===== config.mk =====
export PLATFORM = sky130hd
export DESIGN_NAME = clock_controller_flat
export DESIGN_NICKNAME = d
export VERILOG_FILES = /design/src/rtl/clock_controller_if.sv /design/src/rtl/clock_controller.sv /design/src/flat_wrapper.sv
export SDC_FILE = /design/constraint.sdc
export NUM_CORES = 1
export LEC_CHECK = 0
export CORE_UTILIZATION = 55
export CTS_CLUSTER_DIAMETER = 200
export DETAILED_ROUTE_END_ITERATION = 8
export PLACE_DENSITY = 0.84
export SLEW_MARGIN = 20
export SYNTH_ARGS = -nofsm -noshare
export SYNTH_HDL_FRONTEND = slang
export SYNTH_SLANG_ARGS = --single-unit

===== constraint.sdc =====
create_clock -name clk -period 5.9 [get_ports clk]
set_input_delay 0.59 -clock clk [delete_from_list [all_inputs] [get_ports clk]]
set_output_delay 0.59 -clock clk [all_outputs]
set_load 0.05 [all_outputs]

===== src/rtl/clock_controller_if.sv =====
// clock_controller_if: pushbutton, alarm-setting and time-display signals of the clock controller
interface clock_controller_if;
  logic       mode_btn;
  logic       inc_btn;
  logic       alarm_en;
  logic [4:0] alarm_hr;
  logic [5:0] alarm_min;
  logic       tick;
  logic [6:0] seconds;
  logic [5:0] minutes;
  logic [4:0] hours;
  logic [1:0] mode;
  logic       alarm;
  modport master (
    output mode_btn, inc_btn, alarm_en, alarm_hr, alarm_min,
    input  tick, seconds, minutes, hours, mode, alarm
  );
  modport slave (
    input  mode_btn, inc_btn, alarm_en, alarm_hr, alarm_min,
    output tick, seconds, minutes, hours, mode, alarm
  );
endinterface


===== src/rtl/clock_controller.sv =====
// clock_controller: one-second prescaler, run/set mode sequencing, hh:mm:ss registers and sticky alarm
module clock_controller #(
  parameter int TICK_DIV = 4,
  parameter int PRE_W    = 8
) (
  input logic           clk,
  input logic           reset,
  clock_controller_if.slave bus
);
  typedef enum logic [1:0] {RUN = 2'd0, SET_HR = 2'd1, SET_MIN = 2'd2, SET_SEC = 2'd3} mode_t;
  mode_t            mode_q, mode_d;
  logic [PRE_W-1:0] pre_q, pre_d;
  logic [6:0]       sec_q, sec_d;
  logic [5:0]       min_q, min_d;
  logic [4:0]       hr_q, hr_d;
  logic             alarm_q, alarm_d;
  logic             mode_btn_q, inc_btn_q;
  logic             mode_e, inc_e, tick, sec_wrap, min_wrap, hr_wrap, match;
  // A mode edge wins over a coincident increment edge, so inc_e is masked here once for all users.
  assign mode_e   = bus.mode_btn & ~mode_btn_q;
  assign inc_e    = bus.inc_btn & ~inc_btn_q & ~mode_e;
  assign tick     = (mode_q == RUN) && (pre_q == PRE_W'(TICK_DIV - 1));
  assign sec_wrap = sec_q == 7'd59;
  assign min_wrap = min_q == 6'd59;
  assign hr_wrap  = hr_q == 5'd23;
  // Mode sequencing and prescaler; the prescaler only counts while staying in RUN so re-entry starts at 0.
  always_comb begin
    mode_d = !mode_e ? mode_q :
             mode_q == RUN     ? SET_HR  :
             mode_q == SET_HR  ? SET_MIN :
             mode_q == SET_MIN ? SET_SEC : RUN;
    pre_d  = (mode_q == RUN && mode_d == RUN && !tick) ? pre_q + PRE_W'(1) : '0;
  end
  // Time update: ticks carry through all fields, manual edits touch only the field being set.
  always_comb begin
    sec_d = sec_q;
    min_d = min_q;
    hr_d  = hr_q;
    if (tick) begin
      sec_d = sec_wrap ? '0 : sec_q + 7'd1;
      min_d = !sec_wrap ? min_q : min_wrap ? '0 : min_q + 6'd1;
      hr_d  = !(sec_wrap && min_wrap) ? hr_q : hr_wrap ? '0 : hr_q + 5'd1;
    end else if (inc_e) begin
      hr_d  = mode_q != SET_HR ? hr_q : hr_wrap ? '0 : hr_q + 5'd1;
      min_d = mode_q != SET_MIN ? min_q : min_wrap ? '0 : min_q + 6'd1;
      sec_d = mode_q == SET_SEC ? '0 : sec_q;
    end
    match   = bus.alarm_en && hr_d == bus.alarm_hr && min_d == bus.alarm_min && sec_d == 7'd0;
    alarm_d = (!bus.alarm_en || (inc_e && mode_q == RUN)) ? 1'b0 : (tick && match) ? 1'b1 : alarm_q;
  end
  // State registers, cleared asynchronously while reset is low.
  always_ff @(posedge clk or negedge reset) begin
    if (!reset) begin
      mode_q     <= RUN;
      pre_q      <= '0;
      sec_q      <= '0;
      min_q      <= '0;
      hr_q       <= '0;
      alarm_q    <= 1'b0;
      mode_btn_q <= 1'b0;
      inc_btn_q  <= 1'b0;
    end else begin
      mode_q     <= mode_d;
      pre_q      <= pre_d;
      sec_q      <= sec_d;
      min_q      <= min_d;
      hr_q       <= hr_d;
      alarm_q    <= alarm_d;
      mode_btn_q <= bus.mode_btn;
      inc_btn_q  <= bus.inc_btn;
    end
  end
  assign bus.tick    = tick;
  assign bus.seconds = sec_q;
  assign bus.minutes = min_q;
  assign bus.hours   = hr_q;
  assign bus.mode    = mode_q;
  assign bus.alarm   = alarm_q;
endmodule


===== src/flat_wrapper.sv =====
// flat-port wrapper written by rule: the top's interface ports become plain ports
module clock_controller_flat 
#(
  parameter int TICK_DIV = 4,
  parameter int PRE_W    = 8
)
  (clk, reset, bus_mode_btn, bus_inc_btn, bus_alarm_en, bus_alarm_hr, bus_alarm_min, bus_tick, bus_seconds, bus_minutes, bus_hours, bus_mode, bus_alarm);
  clock_controller_if bus_i ();
  input logic clk;
  input logic reset;
  input wire logic [$bits(bus_i.mode_btn)-1:0] bus_mode_btn;
  input wire logic [$bits(bus_i.inc_btn)-1:0] bus_inc_btn;
  input wire logic [$bits(bus_i.alarm_en)-1:0] bus_alarm_en;
  input wire logic [$bits(bus_i.alarm_hr)-1:0] bus_alarm_hr;
  input wire logic [$bits(bus_i.alarm_min)-1:0] bus_alarm_min;
  output wire logic [$bits(bus_i.tick)-1:0] bus_tick;
  output wire logic [$bits(bus_i.seconds)-1:0] bus_seconds;
  output wire logic [$bits(bus_i.minutes)-1:0] bus_minutes;
  output wire logic [$bits(bus_i.hours)-1:0] bus_hours;
  output wire logic [$bits(bus_i.mode)-1:0] bus_mode;
  output wire logic [$bits(bus_i.alarm)-1:0] bus_alarm;
  assign bus_i.mode_btn = bus_mode_btn;
  assign bus_i.inc_btn = bus_inc_btn;
  assign bus_i.alarm_en = bus_alarm_en;
  assign bus_i.alarm_hr = bus_alarm_hr;
  assign bus_i.alarm_min = bus_alarm_min;
  assign bus_tick = bus_i.tick;
  assign bus_seconds = bus_i.seconds;
  assign bus_minutes = bus_i.minutes;
  assign bus_hours = bus_i.hours;
  assign bus_mode = bus_i.mode;
  assign bus_alarm = bus_i.alarm;
  clock_controller #(.TICK_DIV(TICK_DIV), .PRE_W(PRE_W)) u_core (.clk(clk), .reset(reset), .bus(bus_i));
endmodule

==> metrics.md <==
| Metric | Value |
|---|---|
| Status | `completed` |
| Layout Cells excl Fill | `~300` |
| H-tree Lvls | `2` |
| Worst Skew | `0.0116 ns` |
| Largest family of logic cells by synthesized area | `simple AND/OR/NAND/NOR gates` |
| Mean Syn Cell Area | `between 9 and 10 um2` |
| Sequential share of the synthesized area | `around two fifths` |
| Syn. warnings | `0` |
| Reg2reg setup slack | `2.97 ns` |
| First-pass GRT wire length | `roughly 7000 um` |
| Via count | `between 1,500 and 2,000` |
| # clock sinks | `31` |
| Final WS setup | `approximately 2.4 ns` |
| Worst Hold Class | `register to register` |
| Initial DRC Count | `between 80 and 90` |
| Share of the synthesized area in the top cell type | `approximately two fifths` |
| CP required | `5.31 ns` |
| Yosys cell types | `47` |
| Antenna Nets Post-Route | `0` |
| Place WS | `around 2.8 ns` |
| Post-synthesis xor/xnor area fraction | `7.84%` |
| Crit end category | `output port` |
| Net count, final | `approximately 280` |
| Total Neg Setup Slack | `0 ns` |
| Synth Net Count | `roughly 240` |
| Die Wd | `~62 um` |
| End of the critical path | `bus_tick` |
| Cts bufs inserted | `5` |
| Dpl cells | `around 290` |
| Dpl hpwl | `~3200 um` |
| Mux contribution to synthesized area | `roughly 4.9%` |
| Worst IR Drop VDD | `between 0.2 and 0.25 mV` |
| RSZ-0062 raised after global routing | `no` |
| Worst hold start | `u_core.bus.alarm` |
| Worst R2R Path Depth | `9` |
| Final period util | `58.7%` |
| Mapped Cells | `~210` |
| Area delta synth->final | `23.3%` |
| Post-Route WL | `around 4300 um` |
| Slew Limit Fails | `0` |
| Crit Path Category | `register to output port` |
| Tmin final | `around 3.5 ns` |
| Worst Path Arrival | `~2.9 ns` |
| Ranking of synthesized cells by area | `dfrtp_1 (39%), ha_1 (5.7%), nor2_1 (3.8%)` |
| Cell Pwr Density | `between 300 and 400 nW/um2` |
| Largest net degree at the start of global routing | `32` |
| Initial antenna violation count | `0` |
| Achievable frequency | `just under 300 MHz` |
| Setup bufs post-CTS | `0` |
| Mapped Area | `roughly 2000 um2` |
| DRC viols | `0` |
| Setup violators final | `0` |
| FF-to-FF End | `u_core.bus.alarm` |
| Router iterations before antenna repair | `4` |
| Headroom to the max-slew limit | `56.8%` |
| Die area | `just under 4000 um2` |
| Vias in the first global route | `~1,600` |
| Post-synth EDFFs | `0` |
| Worst setup startpoint | `u_core.pre_q[3]` |
| Fraction of layout cells with a size suffix above 1 | `under 10%` |
| Fraction of registers with async set/reset | `100%` |
| Area share of and/or/nand/nor cells after synthesis | `26.7%` |
| Total GRT Usage | `25.3%` |
| MaxCap Viol Count | `0` |
| Core area | `approximately 3400 um2` |
| Synth Area in Compound Gates | `12.9%` |
| IO buf count | `37` |
| Starting Density | `between 50 and 60%` |
| Clk slew on worst S/H paths | `0.09 ns` |
| R2R Path Start | `u_core.pre_q[3]` |
| Tightest Pin Transition | `between 0.6 and 0.7 ns` |
| Die Y | `~62 um` |
| Grt total ovfl | `0` |
| Clock Path Buffers | `2` |
| Vias per cell | `5.81` |
| Critical path startpoint category | `register` |
| Count of final hold-check violations | `0` |
| Row count | `21` |
| Area leader, netlist | `dfrtp_1` |
| LEAKAGE | `1.02 nW` |
| Hold Slack | `about 0.52 ns` |
| RePlAce Congestion | `slightly above 0.9` |
| CTS hold repair buffers | `0` |
| Top fanout value on the critical path | `13` |
| CTS tree | `built` |
| Synth Area in Adders | `5.69%` |
| Worst-Skew Late Latency | `approximately 0.35 ns` |
| Post-cts sizing count | `0` |
| Seq cells post-synth | `31` |
| Antenna cells | `0` |
| Main flop type after synthesis | `dfrtp_1` |
| CTS root buffer | `clkbuf_4` |
| # IOs | `38` |
| Avg WL per Cell | `between 10 and 15 um` |
==> routing by layer <==
layer	vias to the layer above	share of wire [%]	track usage [%]	routed length, um
li1	857	-	-	-
met1	826	46	33.9	2010
met2	54	46	38.9	2010
met3	11	5.0	4.55	218
met4	0	2.2	13.7	94
met5	-	0	0	0
==> cells by family (layout without fill, tap and decap cells) <==
group / count (synthesis) / count (layout)
AOI/OAI and AO/OA: 37 / 37
muxes: 9 / 9
buffers and inverters: 12 / 54
and+or+nand+nor: 99 / 99
xor gates and xnor gates: 16 / 16
DFF: 31 / 31
adders and majority gates: 9 / 9
==> synth_stat cells, types with 2 or more instances <==
library cell,number
nand4bb_1,2
a21oi_1,5
or4_1,2
ha_1,9
and3_1,7
nand2_1,19
nand2b_1,4
nand4_1,4
dfrtp_1,31
or3_1,2
clkbuf_1,2
a31oi_1,2
or3b_2,2
a31o_2,4
nor3b_1,4
and2_1,2
nor2b_1,5
xor2_1,8
or2_2,2
a22o_1,2
mux2i_1,3
inv_1,8
nand3_1,14
a221oi_1,2
and3_2,2
o21ai_0,12
xnor2_1,7
nor2_1,20
nor4_1,2
nor3_1,3
mux2_2,6
==> cell type report <==
class	count	area, um2
Sequential cell	31	776
Multi-Input combinational cell	170	1150
Fill cell	252	948
Timing Repair Buffer	38	378
Clock buffer	7	45.0
Inverter	8	30.0
Clock inverter	1	5.00
Tap cell	46	57.6
==> how the worst min path moves through the flow <==
stage,to,slack [ns],cells after the start
final,u_core.bus.alarm,0.52,2
after global routing,u_core.pre_q[0],0.53,1
after CTS,u_core.pre_q[0],0.52,1
after detailed placement,u_core.bus.alarm,0.50,2
after global placement,u_core.bus.alarm,0.49,2
after floorplan,u_core.bus.alarm,0.29,0
==> cells in the final DEF, fill, tap and decap left out, types with 2 or more instances in the layout <==
cell / instances
a21oi_1: 5
a221oi_1: 2
a22o_1: 2
a31o_2: 4
a31oi_1: 2
and2_1: 2
and3_1: 7
and3_2: 2
clkbuf_1: 2
clkbuf_4: 5
clkdlybuf4s50_1: 37
dfrtp_1: 31
ha_1: 9
inv_1: 8
mux2_2: 6
mux2i_1: 3
nand2_1: 19
nand2b_1: 4
nand3_1: 14
nand4_1: 4
nand4bb_1: 2
nor2_1: 20
nor2b_1: 5
nor3_1: 3
nor3b_1: 4
nor4_1: 2
o21ai_0: 12
or2_2: 2
or3_1: 2
or3b_2: 2
or4_1: 2
xnor2_1: 7
xor2_1: 8
==> sequential cells by signal, summed over array words and instances, names as in the netlist <==
name and flops:
u_core.bus.hours 5, u_core.bus.alarm 1, u_core.bus.mode 2, u_core.mode_btn_q 1
u_core.inc_btn_q 1, u_core.bus.minutes 6, u_core.bus.seconds 7, u_core.pre_q 8
==> critical path: stages, from the launching register on <==
cell	delay, ns
dfrtp_1	0.42
or4_1	0.54
or2_1	0.36
inv_1	0.33
clkdlybuf4s50_1	0.88
==> report_power, final <==
group | internal, mW | switching [mW] | total, mW | leakage, nW
sequential | 0.256 | 0.0653 | 0.322 | 0.394
combinational | 0.187 | 0.285 | 0.472 | 0.598
clock | 0.0463 | 0.0750 | 0.121 | 0.0293
==> per-stage QoR <==
stage	power, mW	utilization, %	instance area, um2
6_report	0.915	72.0	2440
5_1_grt	0.976	72.0	2440
4_1_cts	0.917	72.0	2440
3_5_place_dp	0.796	70.5	2390
3_3_place_gp	0.789	70.5	2390
2_1_floorplan	0.641	-	1980
No activity file was read; power rests on OpenSTA's default activity.
==> variant 1: new RTL, same settings <==
`PRE_W` is set to 8 in 2 places; all go to 10.
--- a/src/rtl/clock_controller.sv
+++ b/src/rtl/clock_controller.sv
@@ -1,7 +1,7 @@
 // clock_controller: one-second prescaler, run/set mode sequencing, hh:mm:ss registers and sticky alarm
 module clock_controller #(
   parameter int TICK_DIV = 4,
-  parameter int PRE_W    = 8
+  parameter int PRE_W    = 10
 ) (
   input logic           clk,
   input logic           reset,
--- a/src/flat_wrapper.sv
+++ b/src/flat_wrapper.sv
@@ -2,7 +2,7 @@
 module clock_controller_flat 
 #(
   parameter int TICK_DIV = 4,
-  parameter int PRE_W    = 8
+  parameter int PRE_W    = 10
 )
   (clk, reset, bus_mode_btn, bus_inc_btn, bus_alarm_en, bus_alarm_hr, bus_alarm_min, bus_tick, bus_seconds, bus_minutes, bus_hours, bus_mode, bus_alarm);
   clock_controller_if bus_i ();
Function: no difference found for any inputs over 10 cycles, from zero or initial values and one cycle with reset low; that may be too few to reach the edited logic, so the function may still have changed.
==> variant 1 against the original RTL <==
Worst hold slack worse by 0.015 ns; core utilization decreased by 1.1 points; power rose by 14%; cell area grew 7.2%; setup slack improved by 0.39 ns; synthesized area up 8.0%; sequential cell count up 2; wire length is 4.6% higher.
==> variant 1: results <==
[route]
vias = 1775
drt-initial-drc-count = 136
drt-total-wl_mm = 4.53

[logic_synthesis]
synthTopCellsByCount = "dfrtp_1 (33), nand3_1 (22), nor2_1 (19)"
syn-num-nets = 241
synthTopCellsByArea = "dfrtp_1 (39%), ha_1 (5.3%), nand3_1 (5.2%)"
ys_types = 57

[min_path]
hold_class = "reg2reg"

[placed_design]
pre_cts_ws_ns = 2.69
dp.final_hpwl_mm = 3.32
dpl_cell_area_mm2 = 0.00253
place_congestion = 0.868

[global_route]
antenna_found_initial = 0
grt_pass1_vias = 1704
grt_first_pass_wirelength_mm = 8.12
grt_max_degree = 34

[timing]
skew_ns = 0.0121

[setup_path]
critPathArrivalTime_ns = 2.48
worst-path-max-fanout = 15

[final_layout]
largest_register_ffs = 10
fin_nets = 280
drive_above_1_share_pct = 10.9

[clock_network]
clkLatencyLatePin_ns = 0.29

[outcome]
status = "completed"

[power_and_ir_drop]
power.leakage_nw = 1.08
==> variant 1: cell count changes in the layout (fill, tap and decap cells not counted), sizes merged, moves of 3 or more <==
cell    before  now
nand3       14   23
xnor2        7   12
a31o         4    1
o21ai       13    6
nand4        4    9
nand4b       0    3
or2          3    0
and3         9    2
==> variant 1: final timing paths <==
check | start | end | slack (ns) | cells past startpoint
setup / recovery | u_core.bus.mode[0] | bus_tick | 2.83 | 5
setup reg to reg | u_core.bus.minutes[0] | u_core.bus.alarm | 2.88 | 9
hold reg to reg | u_core.pre_q[0] | u_core.pre_q[0] | 0.51 | 1
max in group asynchronous | reset | u_core.bus.mode[1] | 4.89 | 2
hold / removal | u_core.pre_q[0] | u_core.pre_q[0] | 0.51 | 1
min in group asynchronous | reset | u_core.bus.minutes[2] | 0.70 | 2
==> variant 1: logic make-up (layout without fill, tap and decap cells) <==
kind of cell | count (synthesis) | in the layout | synth area share (%)
AO/OA/AOI/OAI | 33 | 33 | 12.1
AND/OR/NAND/NOR | 97 | 97 | 27.2
flip-flops | 33 | 33 | 38.6
multiplexers | 9 | 9 | 5.09
XOR/XNOR | 19 | 19 | 7.79
adder cells (fa/ha/maj) | 9 | 9 | 5.27
buffers and inverters | 16 | 56 | 3.92
==> variant 1: power breakdown <==
part	switching [mW]	internal, mW	total, mW
clock	0.0799	0.0816	0.161
sequential	0.0908	0.278	0.368
combinational	0.322	0.192	0.513
total	0.492	0.551	1.04
==> variant 1: layout make-up <==
class                      count  area (um2)
inverter                      10        42.5
timing repair buffer          38         378
tap                           48        60.1
fill                         282        1070
clock inverter                 2        10.0
sequential                    33         826
multi-input combinational    167        1230
clock buffer                   6        72.6
==> variant 1: worst register-to-register path, cell delays in order (launching register included) <==
cell and delay, ns:
dfrtp_1 0.51, ha_1 0.28, nand4_1 0.19, nor4_1 0.51, mux2i_4 0.21, nor2_1 0.15, mux2_2 0.36, xor2_1 0.16
or4_1 0.46, o21ai_1 0.12
==> variant 1: per-stage QoR <==
step / hold WS, ns / cells / total power [mW]
after global placement: 0.473 / 296 / 0.873
after global routing: 0.563 / 304 / 1.11
after floorplan: 0.294 / 216 / 0.710
after detailed placement: 0.491 / 296 / 0.883
final: 0.505 / 304 / 1.04
after CTS: 0.517 / 304 / 1.05
==> variant 1: per-layer routing <==
metal / share of wire, % / wire length (um) / track usage (%)
met1: 47 / 2140 / 35.4
met2: 48 / 2160 / 38.9
met3: 3.9 / 176 / 5.18
met4: 1.3 / 57 / 10.0
met5: 0 / 0 / 0
==> variant 2: new RTL, same settings <==
Made on the original files. Take the reset off `hr_q` and load it in a clocked block of its own.
--- a/src/rtl/clock_controller.sv
+++ b/src/rtl/clock_controller.sv
@@ -55,7 +55,6 @@
       pre_q      <= '0;
       sec_q      <= '0;
       min_q      <= '0;
-      hr_q       <= '0;
       alarm_q    <= 1'b0;
       mode_btn_q <= 1'b0;
       inc_btn_q  <= 1'b0;
@@ -64,11 +63,14 @@
       pre_q      <= pre_d;
       sec_q      <= sec_d;
       min_q      <= min_d;
-      hr_q       <= hr_d;
       alarm_q    <= alarm_d;
       mode_btn_q <= bus.mode_btn;
       inc_btn_q  <= bus.inc_btn;
     end
+  end
+
+  always_ff @(posedge clk) begin
+    hr_q <= hr_d;
   end
   assign bus.tick    = tick;
   assign bus.seconds = sec_q;
Behaviour: differs if reset is asserted again (counterexample within 4 cycles, from zero or initial values and one cycle with reset low); with reset held inactive, the same outputs for 10 cycles.
==> variant 2 against the original RTL <==
Clock skew is 0.0078 ns lower; power is 2.6% higher; count of clock-buffer cells in the layout is 1 higher; combinational power hardly changed; wire length is 2.1% higher; setup slack worse by 0.037 ns; sequential cell count stayed put; maximum frequency is 1.1% lower; synthesized area is 1.3% lower; synthesized cell count stayed put; cell area is 0.26% lower; global-route usage is 0.43 points higher; largest cell class unchanged.
==> variant 2: results <==
[setup_path]
slowest_stage = "clkdlybuf4s50_1"
crit_family = "buffers and inverters"
cp_slowest_stage_delay_ns = 0.88
worst-path-max-fanout = 13
critPathArrivalTime_ns = 2.91

[global_route]
grt_pass1_vias = 1520
grt_first_pass_wirelength_mm = 6.98
grt_max_degree = 27
grt_use_total_pct = 25.8
antenna_found_initial = 0

[clock_network]
cts-root-buf = "clkbuf_4"
cts_buffer_depth = 2
htree_levels = 2
cts_buffers = 5
cts_resized = 0
clkLatencyLatePin_ns = 0.34
clkTransAtPathRegs_ns = 0.09

[logic_synthesis]
ys_types = 48
ys_warn_count = 0
synth_ff_type = "dfrtp_1"
synthTopCellsByArea = "dfrtp_1 (33%), ha_1 (5.8%), dfxtp_1 (5.1%)"
syn_area_per_cell_um2 = 9.18
synthArstFlopShare_pct = 83.9
seq_area_frac_synth_pct = 38.4
synthTopCellsByCount = "dfrtp_1 (26), nor2_1 (20), nand2_1 (19)"
syn-num-nets = 238

[route]
dr_wl_met3_um = 226
drt-total-wl_mm = 4.43
drtPass1Iterations = 4
met1Wirelength_mm = 2.04
met2_length_mm = 2.07
drt-initial-drc-count = 103
top_layer = "met4"
vias_per_cell = 5.73

[placed_design]
dp_cells = 293
io_buffers = 37
pre_cts_ws_ns = 2.80
dp.final_hpwl_mm = 3.33
place_congestion = 0.864
dpl_cell_area_mm2 = 0.00237

[power_and_ir_drop]
max-vdd-ir-drop_v = 0.000205
power.leakage_nw = 1.02

[final_layout]
n_antenna_cell = 0
largest_register_ffs = 8
regMostFlops = "u_core.pre_q"
fill_cells = 278
fin_nets = 279
drive_above_1_share_pct = 9.80
stdcell_count = 301

[timing]
skew_ns = 0.00379
tightest_slew_ns = 0.722

[min_path]
hold_class = "reg2reg"

[outcome]
status = "completed"
[variant 2: cell types whose count changed after synthesis, sizes merged]
cell and delta:
dfrtp -5, dfxtp +5
[variant 2: power by group]
group	internal [mW]	leakage, nW	switching, mW
clock	0.0700	0.0386	0.0739
sequential	0.257	0.380	0.0661
combinational	0.187	0.598	0.284
total	0.514	1.02	0.424
[variant 2: area by class of cell]
cell class                 count  area, um2  share of cell area [%]
timing repair buffer          38        378                    15.5
sequential                    31        751                    30.8
multi-input combinational    170       1150                    47.2
clock buffer                   8       68.8                    2.83
inverter                       8       30.0                    1.23
tap                           46       57.6                    2.36
[variant 2: logic make-up after synthesis]
group	Yosys count	share of synthesized area, %
simple gates	99	27.1
flops	31	38.4
buf+inv	12	2.75
xor+xnor	16	7.94
compound gates	37	13.1
mux	9	4.99
fa+ha+maj	9	5.76
[variant 2: final timing paths]
path / start / to / slack, ns / cells past startpoint
min in group asynchronous: reset / u_core.bus.seconds[6] / 0.61 / 2
max in group asynchronous: reset / u_core.bus.seconds[2] / 5.03 / 2
worst max register to register: u_core.pre_q[2] / u_core.bus.alarm / 2.93 / 9
worst min-delay path: u_core.bus.alarm / u_core.bus.alarm / 0.51 / 2
worst max-delay path: u_core.pre_q[2] / bus_tick / 2.40 / 4
worst min register to register: u_core.bus.alarm / u_core.bus.alarm / 0.51 / 2
[variant 2: routing by layer]
metal  vias up  global-route usage [%]
li1        849                       -
met1       809                    33.9
met2        57                    39.8
met3        11                    7.56
met4         0                    10.5
met5         -                       0
[variant 2: worst reg2reg max path, stage by stage, from the launching register on]
cell	delay, ns
dfrtp_1	0.44
or4_1	0.54
or2_1	0.36
inv_1	0.36
nor2_1	0.23
o21ai_0	0.20
o21ai_0	0.17
a2111oi_2	0.32
nand4_1	0.15
o21ai_1	0.14
